**config.mk**
```make
export PLATFORM = sky130hd
export DESIGN_NAME = fifo_wr_arbiter
export DESIGN_NICKNAME = d
export VERILOG_FILES = /design/src/rtl/fifo_wr_arbiter_pkg.sv /design/src/rtl/fifo_wr_arbiter_rr_priority_pick.sv /design/src/rtl/fifo_wr_arbiter.sv
export SDC_FILE = /design/constraint.sdc
export NUM_CORES = 1
export LEC_CHECK = 0
export BUFFER_PORTS_ARGS = -buffer_cell sky130_fd_sc_hd__buf_4
export CAP_MARGIN = 5
export CORE_AREA = 2 2 133 135
export DETAILED_ROUTE_END_ITERATION = 10
export DIE_AREA = 0 0 135 137
export GPL_ROUTABILITY_DRIVEN = 0
export HOLD_SLACK_MARGIN = 0.1
export PLACE_DENSITY = 0.5
export SLEW_MARGIN = 20
export SYNTH_ARGS = -nofsm -noshare
export SYNTH_HDL_FRONTEND = slang
export SYNTH_SLANG_ARGS = --single-unit
```
**constraint.sdc**
```tcl
create_clock -name clk -period 1.91 [get_ports clk]
set_clock_uncertainty 0.15 [all_clocks]
set_input_delay 0.191 -clock clk [delete_from_list [all_inputs] [get_ports clk]]
set_output_delay 0.191 -clock clk [all_outputs]
set_load 0.01 [all_outputs]
```
**src/rtl/fifo_wr_arbiter_pkg.sv**
```systemverilog
// Shared definitions for the FIFO write arbiter.
//   arb_state_t  : arbiter FSM encoding (IDLE, GRANT)
//   grant_width  : width of a requester index for a given requester count
package fifo_wr_arbiter_pkg;

    typedef enum logic {
        IDLE  = 1'b0,
        GRANT = 1'b1
    } arb_state_t;

    // A single requester still needs a 1-bit index so ports never collapse to zero width.
    function automatic int grant_width(input int num_req);
        return (num_req > 1) ? $clog2(num_req) : 1;
    endfunction

endpackage

```
**src/rtl/fifo_wr_arbiter_rr_priority_pick.sv**
```systemverilog
// Round-robin priority picker (purely combinational).
//   req        : request vector, one bit per requester
//   last_grant : index granted most recently; search starts at last_grant+1
//   pick       : first requesting index found searching upward with wrap
//   any        : at least one request bit is set
module rr_priority_pick
    import fifo_wr_arbiter_pkg::*;
#(
    parameter  int NUM_REQ = 4,
    localparam int IDW     = grant_width(NUM_REQ)
) (
    input  logic [NUM_REQ-1:0] req,
    input  logic [IDW-1:0]     last_grant,
    output logic [IDW-1:0]     pick,
    output logic               any
);

    logic found;

    // Offset k walks the ring starting just after last_grant; the first hit wins.
    // The inner loop keeps every bit-select on a constant index.
    always_comb begin
        pick  = '0;
        found = 1'b0;
        any   = |req;
        for (int k = 1; k <= NUM_REQ; k++) begin
            for (int i = 0; i < NUM_REQ; i++) begin
                if (!found && req[i] && (i == (int'(last_grant) + k) % NUM_REQ)) begin
                    pick  = IDW'(i);
                    found = 1'b1;
                end
            end
        end
    end

endmodule

```
**src/rtl/fifo_wr_arbiter.sv**
```systemverilog
// Round-robin arbiter sharing one FIFO write port between NUM_REQ producers.
// A grant is held for a whole burst (until req_last or MAX_BURST beats).
//   clk, rst_n          : clock; synchronous active-high reset (despite the name)
//   req_valid/last/data : per-requester beat stream, data packed at [i*BITLEN +: BITLEN]
//   req_ready           : beat accept, only ever set for the granted requester
//   fifo_full           : FIFO back-pressure
//   fifo_wr_en/fifo_din : FIFO write port, combinational from the granted requester
//   grant_valid/grant_id: current grant
//   burst_trunc         : one-cycle pulse after a MAX_BURST forced release
module fifo_wr_arbiter
    import fifo_wr_arbiter_pkg::*;
#(
    parameter  int NUM_REQ   = 4,
    parameter  int BITLEN    = 64,
    parameter  int MAX_BURST = 16,
    localparam int IDW       = grant_width(NUM_REQ)
) (
    input  logic                      clk,
    input  logic                      rst_n,
    input  logic [NUM_REQ-1:0]        req_valid,
    input  logic [NUM_REQ-1:0]        req_last,
    input  logic [NUM_REQ*BITLEN-1:0] req_data,
    output logic [NUM_REQ-1:0]        req_ready,
    input  logic                      fifo_full,
    output logic                      fifo_wr_en,
    output logic [BITLEN-1:0]         fifo_din,
    output logic                      grant_valid,
    output logic [IDW-1:0]            grant_id,
    output logic                      burst_trunc
);

    localparam int CNTW = (MAX_BURST > 1) ? $clog2(MAX_BURST) : 1;

    arb_state_t         state;
    logic [IDW-1:0]     last_grant;
    logic [IDW-1:0]     pick;
    logic               pick_any;
    logic [CNTW-1:0]    beat_cnt;
    logic [NUM_REQ-1:0] sel_oh;
    logic               sel_valid;
    logic               sel_last;
    logic [BITLEN-1:0]  sel_data;
    logic               accept;
    logic               at_max;
    logic               release_burst;

    rr_priority_pick #(
        .NUM_REQ    (NUM_REQ)
    ) u_pick (
        .req        (req_valid),
        .last_grant (last_grant),
        .pick       (pick),
        .any        (pick_any)
    );

    // Select the granted requester's stream; constant-index selects only.
    always_comb begin
        sel_oh    = '0;
        sel_valid = 1'b0;
        sel_last  = 1'b0;
        sel_data  = '0;
        for (int i = 0; i < NUM_REQ; i++) begin
            if (grant_id == IDW'(i)) begin
                sel_oh[i] = 1'b1;
                sel_valid = req_valid[i];
                sel_last  = req_last[i];
                sel_data  = req_data[i*BITLEN +: BITLEN];
            end
        end
    end

    assign accept        = (state == GRANT) & sel_valid & ~fifo_full;
    assign at_max        = (beat_cnt == CNTW'(MAX_BURST - 1));
    assign release_burst = accept & (sel_last | at_max);

    // Ready depends only on the grant and fifo_full, never on the producer's valid.
    assign req_ready  = ((state == GRANT) && !fifo_full) ? sel_oh : '0;
    assign fifo_wr_en = accept;
    assign fifo_din   = sel_data;

    always_ff @(posedge clk) begin
        if (rst_n) begin
            state       <= IDLE;
            grant_id    <= '0;
            grant_valid <= 1'b0;
            burst_trunc <= 1'b0;
            beat_cnt    <= '0;
            // Pointing at the top index makes requester 0 the first candidate.
            last_grant  <= IDW'(NUM_REQ - 1);
        end else begin
            burst_trunc <= 1'b0;
            case (state)
                IDLE: begin
                    if (pick_any) begin
                        grant_id    <= pick;
                        grant_valid <= 1'b1;
                        state       <= GRANT;
                    end
                end
                GRANT: begin
                    if (release_burst) begin
                        state       <= IDLE;
                        last_grant  <= grant_id;
                        beat_cnt    <= '0;
                        grant_valid <= 1'b0;
                        // A real last beat on the final counted beat is not a truncation.
                        burst_trunc <= ~sel_last;
                    end else if (accept) begin
                        beat_cnt <= beat_cnt + CNTW'(1);
                    end
                end
                default: state <= IDLE;
            endcase
        end
    end

endmodule
```
# Word level (Yosys, flattened, before mapping)
# Cells that the tools add are included.
# Widths: inputs -> output; s select.
word_totals:
  ff_bits: 11
  output_inout_bits: 73
  input_bits: 267
classes:
  n_addsub: 5
  bitwise: 12
  n_mux: 55
  n_reduce_logical: 64
  eq_ne: 18
op_table:
  columns: ["operator", "n"]
  rows:
  - ["$mux 64", 4]
  - ["$logic_not 32->1", 4]
  - ["$logic_and 1x1->1", 32]
  - ["$mux 1", 32]
  - ["$mux 2", 14]
  - ["$eq 3x3->1 const A", 8]
  - ["$logic_not 1->1", 16]
  - ["$eq 2x3->1 const A", 4]
  - ["$mux 4", 3]
  - ["$reduce_and 2->1", 4]
  - ["$reduce_or 2->1", 4]
  - ["$add 2x1->2 const B", 2]
  - ["$add 2x2->2 const B", 2]
  - ["$add 4x1->4 const B", 1]
  - ["$and 1x1->1 const A", 4]
  - ["$eq 2x2->1 const B", 2]
  - ["$eq 4x4->1 const B", 1]
  - ["$not 1->1", 4]
  - ["$pmux 1 s2", 2]
  - ["$reduce_or 4->1", 1]
  - ["$and 1x1->1", 3]
  - ["$reduce_or 3->1", 1]
  - ["$eq 2x1->1 const B", 1]
  - ["$logic_not 2->1", 1]
  - ["other kinds (4)", 4]

# Longest topological paths before layout
depth:
  word_depth: 66
  ltp_mapped: 6
  ltp_nobuf: 5

# Modules after synthesis
# A second synthesis with hierarchy kept.
unflattened:
  cells_unflattened: 156
  area_unflattened_um2: 2165.8
modules_own_cells:
  columns: ["mod", "n_inst", "area_per_inst_um2", "cells_each"]
  rows:
  - ["fifo_wr_arbiter", 1, 2087.0, 142]
  - ["rr_priority_pick", 1, 78.8, 14]

# Worst setup path after synthesis
# OpenSTA, ideal clock, no wires.
synth_path:
  kind: "flip-flop to output port"
  from: "register grant_id[1]"
  to: "output fifo_din[57]"
  path_stages_with_launch: 5
  arrival_time_ps: 1572
  required_ps: 1569
  path_slack_ps: -3
  n_path_buf: 3
  cell_sequence: "dfxtp_1 > buf_2 > buf_1 > clkbuf_1 > mux4_2"
synth_between:
  elab_chain_cells: 5
  word_cells_on_any_way: 8
  classes_between: "eq/ne (3); mux (4); reduce/logical (1)"
synth_lines:
  columns: ["item", "line_no", "text"]
  rows:
  - ["start, declared", "fifo_wr_arbiter.sv:28", "output logic [IDW-1:0] grant_id,"]
  - ["start signal, assigned", "fifo_wr_arbiter.sv:95", "grant_id <= pick;"]
  - ["$logic_not 2->1", "fifo_wr_arbiter.sv:63", "if (grant_id == IDW'(i)) begin"]
  - ["$mux 64 (3 in a row)", "fifo_wr_arbiter.sv:63", null]
  - ["$mux 64 (*)", "fifo_wr_arbiter.sv:63", null]
  - ["end, declared", "fifo_wr_arbiter.sv:26", "output logic [BITLEN-1:0] fifo_din,"]
# Every way passes the cells marked *; elsewhere a longest branch is shown, timed or not.

# Worst setup path in the final report
layout_path:
  from: "register grant_id[0]"
  to: "output fifo_din[9]"
# The elaborated chain is that of the path after synthesis.

==> out/results.tsv <==
metric	value	unit
Crit Path Class	reg -> out	
Final setup viols	50	
worst relative slew slack	67.0	%
min cycle time layout	1990	ps
synthesized cell area	2130	um^2
endpoint class of the critical path	primary output	
outcome	complete, but fails checks	
synthesized instance count	150	
Slew Limit Fails	0	
top post-synthesis cells by area	mux4_2 (70%), dfxtp_1 (10%), buf_2 (1.6%)	
Hold Crit Class	in -> reg	
sw frac	29.2	%
Yosys top cell area share	69.7	%
pin count of the biggest net entering global routing	35	
final hold slack	200	ps
ys flop type	dfxtp_1	
failing checks	setup timing	
clock power share	16.7	%
post-synthesis mux area share	70.2	%
DR pass1 iterations	4	
IO Count	340	
sequential power share	11.8	%
commonest cells in the netlist	mux4_2 (66), dfxtp_1 (11), clkbuf_1 (9), nand2_1 (8), buf_2 (7)	
Site Rows	48	
RSZ-0062 raised after global routing	yes	
Max Freq	503	MHz
power per cell area	409	nW/um^2
Synthesized Nets	418	
post-synth cell types	31	
Simple-Gate Fraction of Synth Area	7.81	%
Root Buffer Master	clkbuf_16	
final WL	13600	um
initial drt markers	73	
Final WS setup	-77.3	ps
Antenna diodes	0	
Initial Utilization	12.5	%
LEAKAGE	2.49	nW
critical path launch point type	flip-flop	
post-synthesis compound-gate area fraction	6.81	%
vias in the first global route	3213	
IO buf count	339	
clk_lat worst skew	230	ps
Post-Synth Adder-Cell Area	0.587	%
max cap viols	0	
# DRC	0	
post-synthesis sequential area ratio	10.3	%
Design Area, Final	5490	um^2
Critical Path RT	1570	ps
die height	137	um
Final ANT Viol Nets	0	
Max VDD drop	0.000399	V
dpl cells	710	
CTS sink count	11	
Final Hold Fails	0	
NumNets Final	773	
Die W	135	um
worst-path fanout max	10	
H-tree levels	1	
share of cells above drive strength 1	87.9	%
vias per cell	4.20	
WL/cell	18.6	um
Net Switching	657	uW
clk buf depth	2	
Avg Inst Size Synth	14.2	um^2
Via Count	3065	
post-synth top area cell	mux4_2	
worst slack, placed	56.3	ps
Total GRT Usage	12.5	%
ys async rst share	0	%
WP data arrival	1650	ps
Int Pwr	1.59	mW
total gr overflow	0	
Inserted Clock Buffers	3	
CTS tree	done	
Core Util, Final	32.2	%
post-DP HPWL	11600	um
number of synthesis warnings	0	
Yosys reg bits	11	
Post-Synth XOR/XNOR Area	0	%
die area	18500	um^2
Post-DP Area	5040	um^2
clk slew on worst S/H paths	40	ps
first-pass GRT wire length	18100	um
Finished Layout Cells	729	
number of synthesized flops with an enable pin	0	
core area	17100	um^2
most common cell in the netlist	mux4_2	
crit share post-route	104	%
Area Overhead vs Synth	158	%
Logic pwr share	71.5	%
initial antenna violation count	0	
worst slew pin tran	491	ps
largest family of logic cells by synthesized area	multiplexers	
-- final cells by class --
cell class | instances | area (um^2)
flip-flops and latches | 11 | 228
well taps | 225 | 282
fillers | 1787 | 11600
inverters | 2 | 7.51
clock buffers | 4 | 78.8
multi-input cells | 119 | 1840
repair buffers | 368 | 3060
-- routing by layer --
metal	share of wire (%)	wire length, um	global-route usage (%)
met4	1.5	197	2.03
met2	52	7070	22.8
met1	37	5020	15.6
met3	9.5	1290	2.41
met5	0	0	0
-- state kept, by name, indices dropped and copies added (netlist names) --
| register | count |
|---|---|
| beat_cnt | 4 |
| burst_trunc | 1 |
| grant_id | 2 |
| grant_valid | 1 |
| last_grant | 2 |
| state | 1 |
-- worst max-delay path, stage by stage (launching register included) --
cell and delay, ps:
dfxtp_4 420, buf_12 170, buf_4 150, mux4_2 510, buf_4 160
-- path summary, 6_finish.rpt --
path | end | from | slack, ps | depth (start not counted)
hold / removal | grant_id[0] | req_valid[2] | 200 | 3
setup reg to reg | last_grant[1] | grant_id[0] | -40 | 5
setup / recovery | fifo_din[9] | grant_id[0] | -80 | 4
hold reg to reg | beat_cnt[1] | beat_cnt[1] | 330 | 2
-- cell families after synthesis --
logic type,Yosys count
compound gates,19
simple gates,32
fa+ha+maj,1
buf+inv,20
mux,67
flops,11
-- metrics by stage --
step	TNS [ps]	power [mW]
2_1_floorplan	0	0.851
6_report	-2330	2.25
4_1_cts	-2730	2.14
5_1_grt	-5110	2.37
3_5_place_dp	0	1.70
3_3_place_gp	0	1.68
-- cell usage in the layout (no fill, tap or decap), drive strengths merged --
master,count
buf,365
nand3b,2
dlygate4sd3,1
a21oi,5
a211oi,1
nor3,2
nand2,8
a31oi,3
nand3,3
nor2,6
and3b,1
nor3b,1
clkbuf,6
inv,2
o221a,1
mux2i,1
or4,1
o21a,2
mux4,66
nand2b,2
dfxtp,11
nor2b,4
ha,1
o21ai,2
and3,1
nor4,1
o31ai,1
a211o,3
o32ai,1
-- repair_timing --
item	in CTS	in global routing
endpoints found under the hold margin	6	0
gates cloned	0	3
resized for setup	20	35
hold buffers	1	0
setup endpoints to repair	56	68
pin swaps	2	4
buffers inserted	5	6
-- power by group through the flow --
stage | clock network, mW | registers (mW) | logic [mW]
2_1_floorplan | 0 | 0.256 | 0.594
3_3_place_gp | 0 | 0.267 | 1.41
3_5_place_dp | 0 | 0.268 | 1.43
4_1_cts | 0.385 | 0.263 | 1.50
5_1_grt | 0.403 | 0.267 | 1.70
6_report | 0.375 | 0.265 | 1.61
Note: power is estimated with default switching activity, not from simulation.
